## src/rtl/alu_pkg.sv

```systemverilog
// rtl/alu_pkg.sv - shared op codes and FSM states for the iterative ALU
//
// Purpose: op-code enum (OP_SLL .. OP_DIV, OP_RESERVED) and the controller
//          state enum used by alu_iter and its testbench.
// Ports:   none (package).

package alu_pkg;

    typedef enum logic [3:0] {
        OP_SLL      = 4'd0,
        OP_SRA      = 4'd1,
        OP_SRL      = 4'd2,
        OP_MULTU    = 4'd3,
        OP_DIVU     = 4'd4,
        OP_ADD      = 4'd5,
        OP_SUB      = 4'd6,
        OP_AND      = 4'd7,
        OP_OR       = 4'd8,
        OP_XOR      = 4'd9,
        OP_NOR      = 4'd10,
        OP_SLT      = 4'd11,
        OP_SLTU     = 4'd12,
        OP_MULT     = 4'd13,
        OP_DIV      = 4'd14,
        OP_RESERVED = 4'd15
    } op_e;

    typedef enum logic [2:0] {
        ST_IDLE = 3'd0,
        ST_MUL  = 3'd1,
        ST_DIV  = 3'd2,
        ST_FIX  = 3'd3,
        ST_DONE = 3'd4
    } state_e;

endpackage

```

## src/rtl/alu_muldiv_core.sv

```systemverilog
// rtl/alu_muldiv_core.sv - iterative shift-add multiplier / restoring divider
//
// Purpose: one-bit-per-cycle multiply and divide on operand magnitudes, with
//          combinational sign correction of the final registers.
// Ports:
//   clk, rst          clock, synchronous active-high reset
//   i_start           load operands (one cycle)
//   i_step            perform one iteration this cycle
//   i_is_div          1 = divide, 0 = multiply
//   i_is_signed       operands are two's complement
//   i_a, i_b          operands
//   o_last            the current step is the final (WIDTH-th) iteration
//   o_res1, o_res2    HI/LO or quotient/remainder, sign-corrected
//   o_div_zero        divide had a zero divisor

module alu_muldiv_core #(
    parameter int WIDTH = 32
) (
    input  logic             clk,
    input  logic             rst,
    input  logic             i_start,
    input  logic             i_step,
    input  logic             i_is_div,
    input  logic             i_is_signed,
    input  logic [WIDTH-1:0] i_a,
    input  logic [WIDTH-1:0] i_b,
    output logic             o_last,
    output logic [WIDTH-1:0] o_res1,
    output logic [WIDTH-1:0] o_res2,
    output logic             o_div_zero
);

    localparam int CNT_W = $clog2(WIDTH) + 1;

    // r_acc: product high half / partial remainder.
    // r_lo:  multiplier being shifted out / dividend shifted out, quotient in.
    // r_m:   multiplicand (mul) or divisor (div), held for the whole op.
    logic [WIDTH-1:0] r_acc, r_lo, r_m, r_a_raw;
    logic             r_is_div, r_neg_q, r_neg_r, r_div_zero;
    logic [CNT_W-1:0] r_cnt;

    logic             w_a_neg, w_b_neg;
    logic [WIDTH-1:0] w_a_mag, w_b_mag;
    logic [WIDTH:0]   w_sum, w_shift, w_diff;
    logic             w_div_ok;
    logic [2*WIDTH-1:0] w_prod, w_prod_fix;
    logic [WIDTH-1:0] w_q, w_r;

    assign w_a_neg = i_is_signed & i_a[WIDTH-1];
    assign w_b_neg = i_is_signed & i_b[WIDTH-1];
    assign w_a_mag = w_a_neg ? -i_a : i_a;
    assign w_b_mag = w_b_neg ? -i_b : i_b;

    assign w_sum    = {1'b0, r_acc} + (r_lo[0] ? {1'b0, r_m} : '0);
    assign w_shift  = {r_acc, r_lo[WIDTH-1]};
    assign w_diff   = w_shift - {1'b0, r_m};
    assign w_div_ok = ~w_diff[WIDTH];

    assign o_last = (r_cnt == CNT_W'(WIDTH - 1));

    always_ff @(posedge clk) begin
        if (rst) begin
            r_acc      <= '0;
            r_lo       <= '0;
            r_m        <= '0;
            r_a_raw    <= '0;
            r_is_div   <= 1'b0;
            r_neg_q    <= 1'b0;
            r_neg_r    <= 1'b0;
            r_div_zero <= 1'b0;
            r_cnt      <= '0;
        end else if (i_start) begin
            r_is_div   <= i_is_div;
            r_acc      <= '0;
            r_lo       <= i_is_div ? w_a_mag : w_b_mag;
            r_m        <= i_is_div ? w_b_mag : w_a_mag;
            r_a_raw    <= i_a;
            r_neg_q    <= w_a_neg ^ w_b_neg;
            r_neg_r    <= w_a_neg;
            r_div_zero <= i_is_div && (i_b == '0);
            r_cnt      <= '0;
        end else if (i_step) begin
            r_cnt <= r_cnt + 1'b1;
            if (r_is_div) begin
                r_acc <= w_div_ok ? w_diff[WIDTH-1:0] : w_shift[WIDTH-1:0];
                r_lo  <= {r_lo[WIDTH-2:0], w_div_ok};
            end else begin
                // Carry of the add drops into the top of the shifted pair.
                {r_acc, r_lo} <= {w_sum, r_lo[WIDTH-1:1]};
            end
        end
    end

    assign w_prod     = {r_acc, r_lo};
    assign w_prod_fix = r_neg_q ? -w_prod : w_prod;
    assign w_q        = r_neg_q ? -r_lo : r_lo;
    assign w_r        = r_neg_r ? -r_acc : r_acc;

    // MIN / -1 needs no special case: |MIN| is MIN unsigned, and negating
    // the MIN quotient wraps back to MIN.
    always_comb begin
        o_res1     = w_prod_fix[2*WIDTH-1:WIDTH];
        o_res2     = w_prod_fix[WIDTH-1:0];
        o_div_zero = 1'b0;
        if (r_is_div) begin
            if (r_div_zero) begin
                o_res1     = '1;
                o_res2     = r_a_raw;
                o_div_zero = 1'b1;
            end else begin
                o_res1 = w_q;
                o_res2 = w_r;
            end
        end
    end

endmodule

```

## src/rtl/alu_iter.sv

```systemverilog
// rtl/alu_iter.sv - multi-cycle EX-stage ALU with valid/ready handshakes
//
// Purpose: single-cycle shift/add/logic/compare ops plus iterative
//          MULT/MULTU/DIV/DIVU via alu_muldiv_core.
// Optional: ALU_OVF_DETECT_EN adds port ovf (signed ADD/SUB overflow flag).
// Ports:
//   clk, rst               clock, synchronous active-high reset
//   in_valid / in_ready    request handshake (op, a, b, shamt)
//   out_valid / out_ready  result handshake
//   result1, result2       primary / secondary result
//   equal                  a == b of the accepted request
//   div_zero               divide by zero flag
//   busy                   controller not idle
//   ovf                    (optional) signed overflow of ADD/SUB

module alu_iter
    import alu_pkg::*;
#(
    parameter int WIDTH   = 32,
    parameter int SHAMT_W = $clog2(WIDTH)
) (
    input  logic               clk,
    input  logic               rst,
    input  logic               in_valid,
    output logic               in_ready,
    input  logic [3:0]         op,
    input  logic [WIDTH-1:0]   a,
    input  logic [WIDTH-1:0]   b,
    input  logic [SHAMT_W-1:0] shamt,
    output logic               out_valid,
    input  logic               out_ready,
    output logic [WIDTH-1:0]   result1,
    output logic [WIDTH-1:0]   result2,
    output logic               equal,
    output logic               div_zero,
    output logic               busy
`ifdef ALU_OVF_DETECT_EN
    ,
    output logic               ovf
`endif
);

    state_e           r_state, w_state_nxt;
    logic [WIDTH-1:0] r_result1, r_result2;
    logic             r_equal, r_div_zero;

    op_e              w_op;
    logic             w_accept, w_long, w_is_div, w_is_signed;
    logic             w_core_step, w_core_last, w_core_dz;
    logic [WIDTH-1:0] w_core_res1, w_core_res2;
    logic [WIDTH-1:0] w_sum, w_diff, w_alu;

    assign w_op        = op_e'(op);
    assign w_is_div    = (w_op == OP_DIVU) || (w_op == OP_DIV);
    assign w_is_signed = (w_op == OP_MULT) || (w_op == OP_DIV);
    assign w_long      = w_is_div || (w_op == OP_MULTU) || (w_op == OP_MULT);
    assign w_accept    = in_valid && in_ready;

    always_ff @(posedge clk) begin
        if (rst) r_state <= ST_IDLE;
        else     r_state <= w_state_nxt;
    end

    always_comb begin
        w_state_nxt = r_state;
        in_ready    = 1'b0;
        out_valid   = 1'b0;
        busy        = 1'b1;
        w_core_step = 1'b0;
        case (r_state)
            ST_IDLE: begin
                in_ready = 1'b1;
                busy     = 1'b0;
                if (in_valid) begin
                    if (!w_long)       w_state_nxt = ST_DONE;
                    else if (w_is_div) w_state_nxt = ST_DIV;
                    else               w_state_nxt = ST_MUL;
                end
            end
            ST_MUL, ST_DIV: begin
                w_core_step = 1'b1;
                if (w_core_last) w_state_nxt = ST_FIX;
            end
            ST_FIX:  w_state_nxt = ST_DONE;
            ST_DONE: begin
                out_valid = 1'b1;
                if (out_ready) w_state_nxt = ST_IDLE;
            end
            default: w_state_nxt = ST_IDLE;
        endcase
    end

    assign w_sum  = a + b;
    assign w_diff = a - b;

    always_comb begin
        w_alu = '0;
        case (w_op)
            OP_SLL:  w_alu = b << shamt;
            OP_SRA:  w_alu = $signed(b) >>> shamt;
            OP_SRL:  w_alu = b >> shamt;
            OP_ADD:  w_alu = w_sum;
            OP_SUB:  w_alu = w_diff;
            OP_AND:  w_alu = a & b;
            OP_OR:   w_alu = a | b;
            OP_XOR:  w_alu = a ^ b;
            OP_NOR:  w_alu = ~(a | b);
            OP_SLT:  w_alu = {{(WIDTH-1){1'b0}}, ($signed(a) < $signed(b))};
            OP_SLTU: w_alu = {{(WIDTH-1){1'b0}}, (a < b)};
            default: w_alu = '0;
        endcase
    end

    alu_muldiv_core #(.WIDTH(WIDTH)) u_muldiv (
        .clk         (clk),
        .rst         (rst),
        .i_start     (w_accept && w_long),
        .i_step      (w_core_step),
        .i_is_div    (w_is_div),
        .i_is_signed (w_is_signed),
        .i_a         (a),
        .i_b         (b),
        .o_last      (w_core_last),
        .o_res1      (w_core_res1),
        .o_res2      (w_core_res2),
        .o_div_zero  (w_core_dz)
    );

    always_ff @(posedge clk) begin
        if (rst) begin
            r_result1  <= '0;
            r_result2  <= '0;
            r_equal    <= 1'b0;
            r_div_zero <= 1'b0;
        end else if (w_accept) begin
            r_equal    <= (a == b);
            r_result1  <= w_long ? '0 : w_alu;
            r_result2  <= '0;
            r_div_zero <= 1'b0;
        end else if (r_state == ST_FIX) begin
            r_result1  <= w_core_res1;
            r_result2  <= w_core_res2;
            r_div_zero <= w_core_dz;
        end
    end

    assign result1  = r_result1;
    assign result2  = r_result2;
    assign equal    = r_equal;
    assign div_zero = r_div_zero;

`ifdef ALU_OVF_DETECT_EN
    logic r_ovf, w_ovf;

    always_comb begin
        w_ovf = 1'b0;
        if (w_op == OP_ADD)
            w_ovf = (a[WIDTH-1] == b[WIDTH-1]) && (w_sum[WIDTH-1] != a[WIDTH-1]);
        else if (w_op == OP_SUB)
            w_ovf = (a[WIDTH-1] != b[WIDTH-1]) && (w_diff[WIDTH-1] != a[WIDTH-1]);
    end

    always_ff @(posedge clk) begin
        if (rst)           r_ovf <= 1'b0;
        else if (w_accept) r_ovf <= w_ovf;
    end

    assign ovf = r_ovf;
`endif

endmodule

```

## config.mk

```make
export PLATFORM = sky130hd
export DESIGN_NAME = alu_iter
export DESIGN_NICKNAME = d
export VERILOG_FILES = /design/src/rtl/alu_pkg.sv /design/src/rtl/alu_muldiv_core.sv /design/src/rtl/alu_iter.sv
export SDC_FILE = /design/constraint.sdc
export NUM_CORES = 1
export LEC_CHECK = 0
export CAP_MARGIN = 0
export CORE_MARGIN = 4
export CORE_UTILIZATION = 45
export DETAILED_ROUTE_END_ITERATION = 10
export DONT_BUFFER_PORTS = 1
export SYNTH_ARGS = -nofsm -noshare
export SYNTH_HDL_FRONTEND = slang
export SYNTH_SLANG_ARGS = --single-unit
```

## constraint.sdc

```tcl
create_clock -name clk -period 4.9 [get_ports clk]
set_input_delay 0.98 -clock clk [delete_from_list [all_inputs] [get_ports clk]]
set_output_delay 0.98 -clock clk [all_outputs]
set_load 0.02 [all_outputs]
```

==> out/qor.txt, run 1 <==
outcome = completed
EDFF count, synth = 0
DRT Pass-1 Iters = 9
vias in the first global route = 25800
pin count of the biggest net entering global routing = 135
most frequent cells in the layout = 448 x nand2_1, 352 x a21oi_1, 348 x nor2_1
CP arrival = 4.83 ns
WL/cell = 27.2 µm
initial detailed-routing violation count = 3876
placed insts = 4253
Lkg Pwr = 10.4 nW
I/O Buffers = 0
fin area = 27300 µm²
postcts setup bufs = 0
Synth Cell Area = 25900 µm²
# resized after CTS = 0
CTS sink count = 207
# DRC = 0
min-delay worst type = register to register
total track usage = 36.5%
post-DP HPWL = 90800 µm
Slew Viols, Final = 0
Worst setup SP type = register
Avg Cell Area, Syn = 6.99 µm²
Worst Skew = 0.0216 ns
Hold Startpoint = u_muldiv.r_m[27]$_SDFFE_PP0P_
Tot Pwr = 8.80 mW
Die Ht = 248 µm
post-route setup TNS = 0 ns
Max clock buf depth = 3
Worst R2R Path Depth = 14
die width = 248 µm
grt ovf = 0
Area growth syn-to-layout = 5.59%
relative slew slack = 30.4%
Final setup viols = 0
data required time at the worst endpoint = 5.39 ns
FMAX = 231 MHz
sequential share of the synthesized area = 16.0%
Post-DP Area = 26500 µm²
cts bufs inserted = 24
final core utilization = 48.2%
fill count = 5894
most common cell after layout, fill and taps aside = nand2_1
Synth top area share = 16.0%
YS warnings = 0
Worst-Skew Late Latency = 0.55 ns
Post-DRT Antenna Nets = 0
worst setup margin = 0.564 ns
final wirelength = 117000 µm
FF-to-FF setup slack = 0.56 ns
r2r endpoint = u_muldiv.r_acc[5]$_SDFFE_PP0P_
largest area contributor in the netlist = dfxtp_1
Max Cap Viol = 0
synth unique cells = 95
CTS H-tree lvls = 1
CORE AREA = 56700 µm²
Hold Vio Cnt, Final = 0
initial core utilization = 45.6%
ys async rst share = 0%
period utilization = 88.5%
number of synthesized register bits = 207
hold depth = 2
nets@finish = 3787
Die Footprint = 61400 µm²
worst hold path endpoint = u_muldiv.r_m[27]$_SDFFE_PP0P_
Max VDD drop = 243 µV
share of cells above drive strength 1 = 7.26%
num ports = 146
# rows = 87
r2r startpoint = u_muldiv.r_lo[31]$_SDFFE_PP0P_
CTS tree = yes
Post-Syn Nets = 3965
worst slack, placed = 0.527 ns
Top FF cell, synth = dfxtp_1
antenna violations before repair = 3
largest cells by area after synthesis = dfxtp_1 16%, ha_1 8.8%, a21oi_1 6.8%, nand2_1 6.5%, nor2_1 5.2%
root buf cell = clkbuf_16
critical-path maximum fanout = 9
WS Path Type = register to register
footprint of the multi-input gates = 20000 µm²
vias = 28600
Tmin final = 4.34 ns
non-filler cells, final = 4297
# hold bufs at CTS = 0
RSZ-0062 raised after global routing = false
CP endpoint kind = register
Reg area = 4150 µm²
hold_ws = 0.449 ns
RePlAce Congestion = 1.04
Power Density = 322 nW/µm²
Syn Inst Count = 3701
worst slew pin tran = 1.04 ns
DR vias/cell = 6.66
Clock transition at path regs = 0.06 ns
first-pass GRT wire length = 172000 µm
[layer usage]
layer	part of all wire, %	track usage, %
met5	0.015	0
met4	5.7	16.0
met3	11	7.81
met2	42	54.6
met1	41	50.4
[flip-flops by register name, summed over array words and instances (netlist names), 3 cells and up]
register,flops
u_muldiv.r_m,32
u_muldiv.r_acc,32
result2,32
u_muldiv.r_lo,32
u_muldiv.r_a_raw,32
result1,32
u_muldiv.r_cnt,6
r_state,3
[worst max-delay path, cell delays in order, from the launching register on]
cell and delay [ns]:
dfxtp_1 0.46, inv_1 0.20, ha_1 0.26, fa_1 0.39
nand2b_1 0.18, a21oi_1 0.25, o2111a_1 0.25, o31ai_1 0.16
o311ai_1 0.54, a221o_1 0.34, a211o_1 0.34, nand2_1 0.11
buf_4 0.19, o311ai_0 0.38, a32o_1 0.22
[kinds of logic after synthesis]
family	share of synthesized area (%)
muxes	7.68
DFF	16.0
adders and majority gates	9.15
buffers and inverters	6.97
AOI/OAI and AO/OA	32.0
xor gates and xnor gates	6.87
and+or+nand+nor	21.3
[worst max path at each step]
stage / endpoint / startpoint / cells after the start
finish: u_muldiv.r_acc[5]$_SDFFE_PP0P_ / u_muldiv.r_lo[31]$_SDFFE_PP0P_ / 14
global route: u_muldiv.r_acc[5]$_SDFFE_PP0P_ / u_muldiv.r_lo[31]$_SDFFE_PP0P_ / 14
CTS: u_muldiv.r_acc[5]$_SDFFE_PP0P_ / u_muldiv.r_lo[31]$_SDFFE_PP0P_ / 14
detailed placement: result1[30]$_SDFFE_PP0P_ / a[0] / 13
global placement: result1[30]$_SDFFE_PP0P_ / a[0] / 13
floorplan: result1[20]$_SDFFE_PP0P_ / b[5] / 14
[where the power goes]
part | leakage, nW | internal (mW) | switching [mW]
Sequential | 1.68 | 1.87 | 0.399
Clock | 0.392 | 1.15 | 0.800
Combinational | 8.32 | 1.66 | 2.92
[synthesized netlist by cell type (23+ instances only)]
library cell	count
nand2b_1	33
nor3_1	97
nand4_1	25
o21a_1	24
dfxtp_1	207
nand3_1	52
nor4_1	29
a21o_1	37
ha_1	183
nand2_1	449
or3_1	24
clkbuf_1	246
a21oi_1	352
a221oi_1	36
xnor2_1	114
a22oi_1	32
buf_1	37
o211ai_1	134
xor2_1	89
mux2i_1	112
a31oi_1	30
mux2_2	23
inv_1	164
mux4_2	27
o31ai_1	49
o21ai_0	259
a211oi_1	71
nor2_1	356
[cell type report]
type / count / area share (%)
clock buffer: 36 / 2.59
multi-input combinational: 3023 / 73.2
clock inverter: 7 / 0.430
antenna: 1 / 0.00915
timing repair buffer: 100 / 2.88
tap: 756 / 3.46
sequential: 207 / 15.2
inverter: 167 / 2.29
(Power assumes the default switching activity.)
==> inputs of run 2 (changes only) <==
- DONT_BUFFER_PORTS: 1 -> not set
==> out/qor.txt, run 2 (synthesized netlist as in run 1, its figures left out) <==
Area growth syn-to-layout = 17.2%
RSZ-0062 raised after global routing = false
total track usage = 40.1%
DR vias/cell = 6.70
critical-path maximum fanout = 5
cts bufs inserted = 27
vias = 31100
FMAX = 212 MHz
Hold Startpoint = u_muldiv.r_m[9]$_SDFFE_PP0P_
CTS H-tree lvls = 1
grt ovf = 0
post-route setup TNS = 0 ns
# hold bufs at CTS = 0
Max clock buf depth = 3
Final setup viols = 0
WS Path Type = input pin to register
Worst setup SP type = input pin
worst slew pin tran = 1.12 ns
postcts setup bufs = 0
crit path max-delay cell type = clkdlybuf4s50_1
CP endpoint kind = register
Post-DRT Antenna Nets = 0
final core utilization = 53.5%
RePlAce Congestion = 1.04
CP cell instances = clkdlybuf4s50_1 -> buf_4 -> inv_1 -> ha_1 -> fa_1 -> nor2_1 -> o311a_1 -> o211ai_1 -> a211o_1 -> a21oi_1 -> nor2_1 -> o41ai_1 -> buf_4 -> a41o_1 -> o31ai_1 -> a211oi_1
post-DP HPWL = 102000 µm
Hold Vio Cnt, Final = 0
first-pass GRT wire length = 188000 µm
initial core utilization = 45.6%
pin count of the biggest net entering global routing = 96
Max VDD drop = 305 µV
Tmin final = 4.71 ns
I/O Buffers = 145
Lkg Pwr = 11.9 nW
vias in the first global route = 28900
Worst Skew = 0.0233 ns
Slew Viols, Final = 0
worst slack, placed = -0.286 ns
die width = 248 µm
crit path launch = a[0]
CTS tree = yes
worst setup margin = 0.189 ns
CP top delay family = compound AO/OA/AOI/OAI gates
CORE AREA = 56700 µm²
most common cell after layout, fill and taps aside = nand2_1
# rows = 87
initial detailed-routing violation count = 4314
DRT Pass-1 Iters = 6
data required time at the worst endpoint = 5.39 ns
Largest stage delay, worst path = 0.55 ns
nets@finish = 4129
most frequent cells in the layout = 448 x nand2_1, 352 x a21oi_1, 349 x nor2_1
Die Footprint = 61400 µm²
CP arrival = 5.20 ns
hold_ws = 0.451 ns
final wirelength = 128000 µm
outcome = completed
Worst-Skew Late Latency = 0.57 ns
fin area = 30300 µm²
CTS sink count = 207
Post-DP Area = 29400 µm²
Die Ht = 248 µm
min-delay worst type = register to register
antenna violations before repair = 2
CP bufs+invs = 4
r2r startpoint = u_muldiv.r_lo[31]$_SDFFE_PP0P_
# DRC = 0
Power Density = 317 nW/µm²
period utilization = 96.2%
num ports = 146
share of cells above drive strength 1 = 11.9%
root buf cell = clkbuf_16
Clock transition at path regs = 0.07 ns
WL/cell = 27.7 µm
Max Cap Viol = 0
# resized after CTS = 0
relative slew slack = 25.5%
fill count = 5679
[run 2: cell count changes in the layout (fill, tap and decap cells not counted), sizes merged]
cell | before | now
clkdlybuf4s50 | 0 | 140
bufinv | 3 | 4
clkbuf | 36 | 35
buf | 100 | 299
inv | 166 | 169
clkinv | 2 | 5
[run 2: final cells by class]
class / instances / area [µm²] / share of cell area (%)
Clock inverter: 14 / 196 / 0.648
Timing Repair Buffer: 439 / 3690 / 12.2
Sequential cell: 207 / 4150 / 13.7
Antenna cell: 1 / 2.50 / 0.00825
Tap cell: 756 / 946 / 3.12
Multi-Input combinational cell: 3023 / 20000 / 65.9
Inverter: 167 / 627 / 2.07
Clock buffer: 35 / 726 / 2.39
[run 2: per-stage QoR]
stage | cells | power, mW
2_1_floorplan | 3701 | 5.36
3_3_place_gp | 4592 | 7.26
3_5_place_dp | 4592 | 7.30
4_1_cts | 4641 | 9.43
5_1_grt | 4641 | 10.0
6_report | 4642 | 9.61
[run 2: path summary, 6_finish.rpt]
path | to | slack, ns | cells after the start
worst max-delay path | result1[30]$_SDFFE_PP0P_ | 0.19 | 16
worst min-delay path | u_muldiv.r_m[9]$_SDFFE_PP0P_ | 0.45 | 2
worst max register to register | u_muldiv.r_acc[5]$_SDFFE_PP0P_ | 0.30 | 14
worst min register to register | u_muldiv.r_m[9]$_SDFFE_PP0P_ | 0.45 | 2
[run 2: layer usage]
layer / track usage, % / vias to the layer above / share of wire [%]
li1: - / 13800 / -
met5: 0 / - / 0.015
met3: 6.88 / 424 / 11
met2: 60.3 / 2041 / 42
met4: 23.8 / 2 / 7.6
met1: 53.8 / 14800 / 40
[run 2: report_power, final]
part	switching (mW)	internal (mW)	total (mW)
registers	0.329	1.87	2.20
logic	3.32	1.96	5.28
clock network	0.867	1.26	2.13
total	4.51	5.10	9.61
[run 2: worst min-delay path, delay by kind of cell (launching register included)]
kind / cells / cell delay, ns
flip-flops: 1 / 0.30
AND/OR/NAND/NOR: 1 / 0.05
AO/OA/AOI/OAI: 1 / 0.05
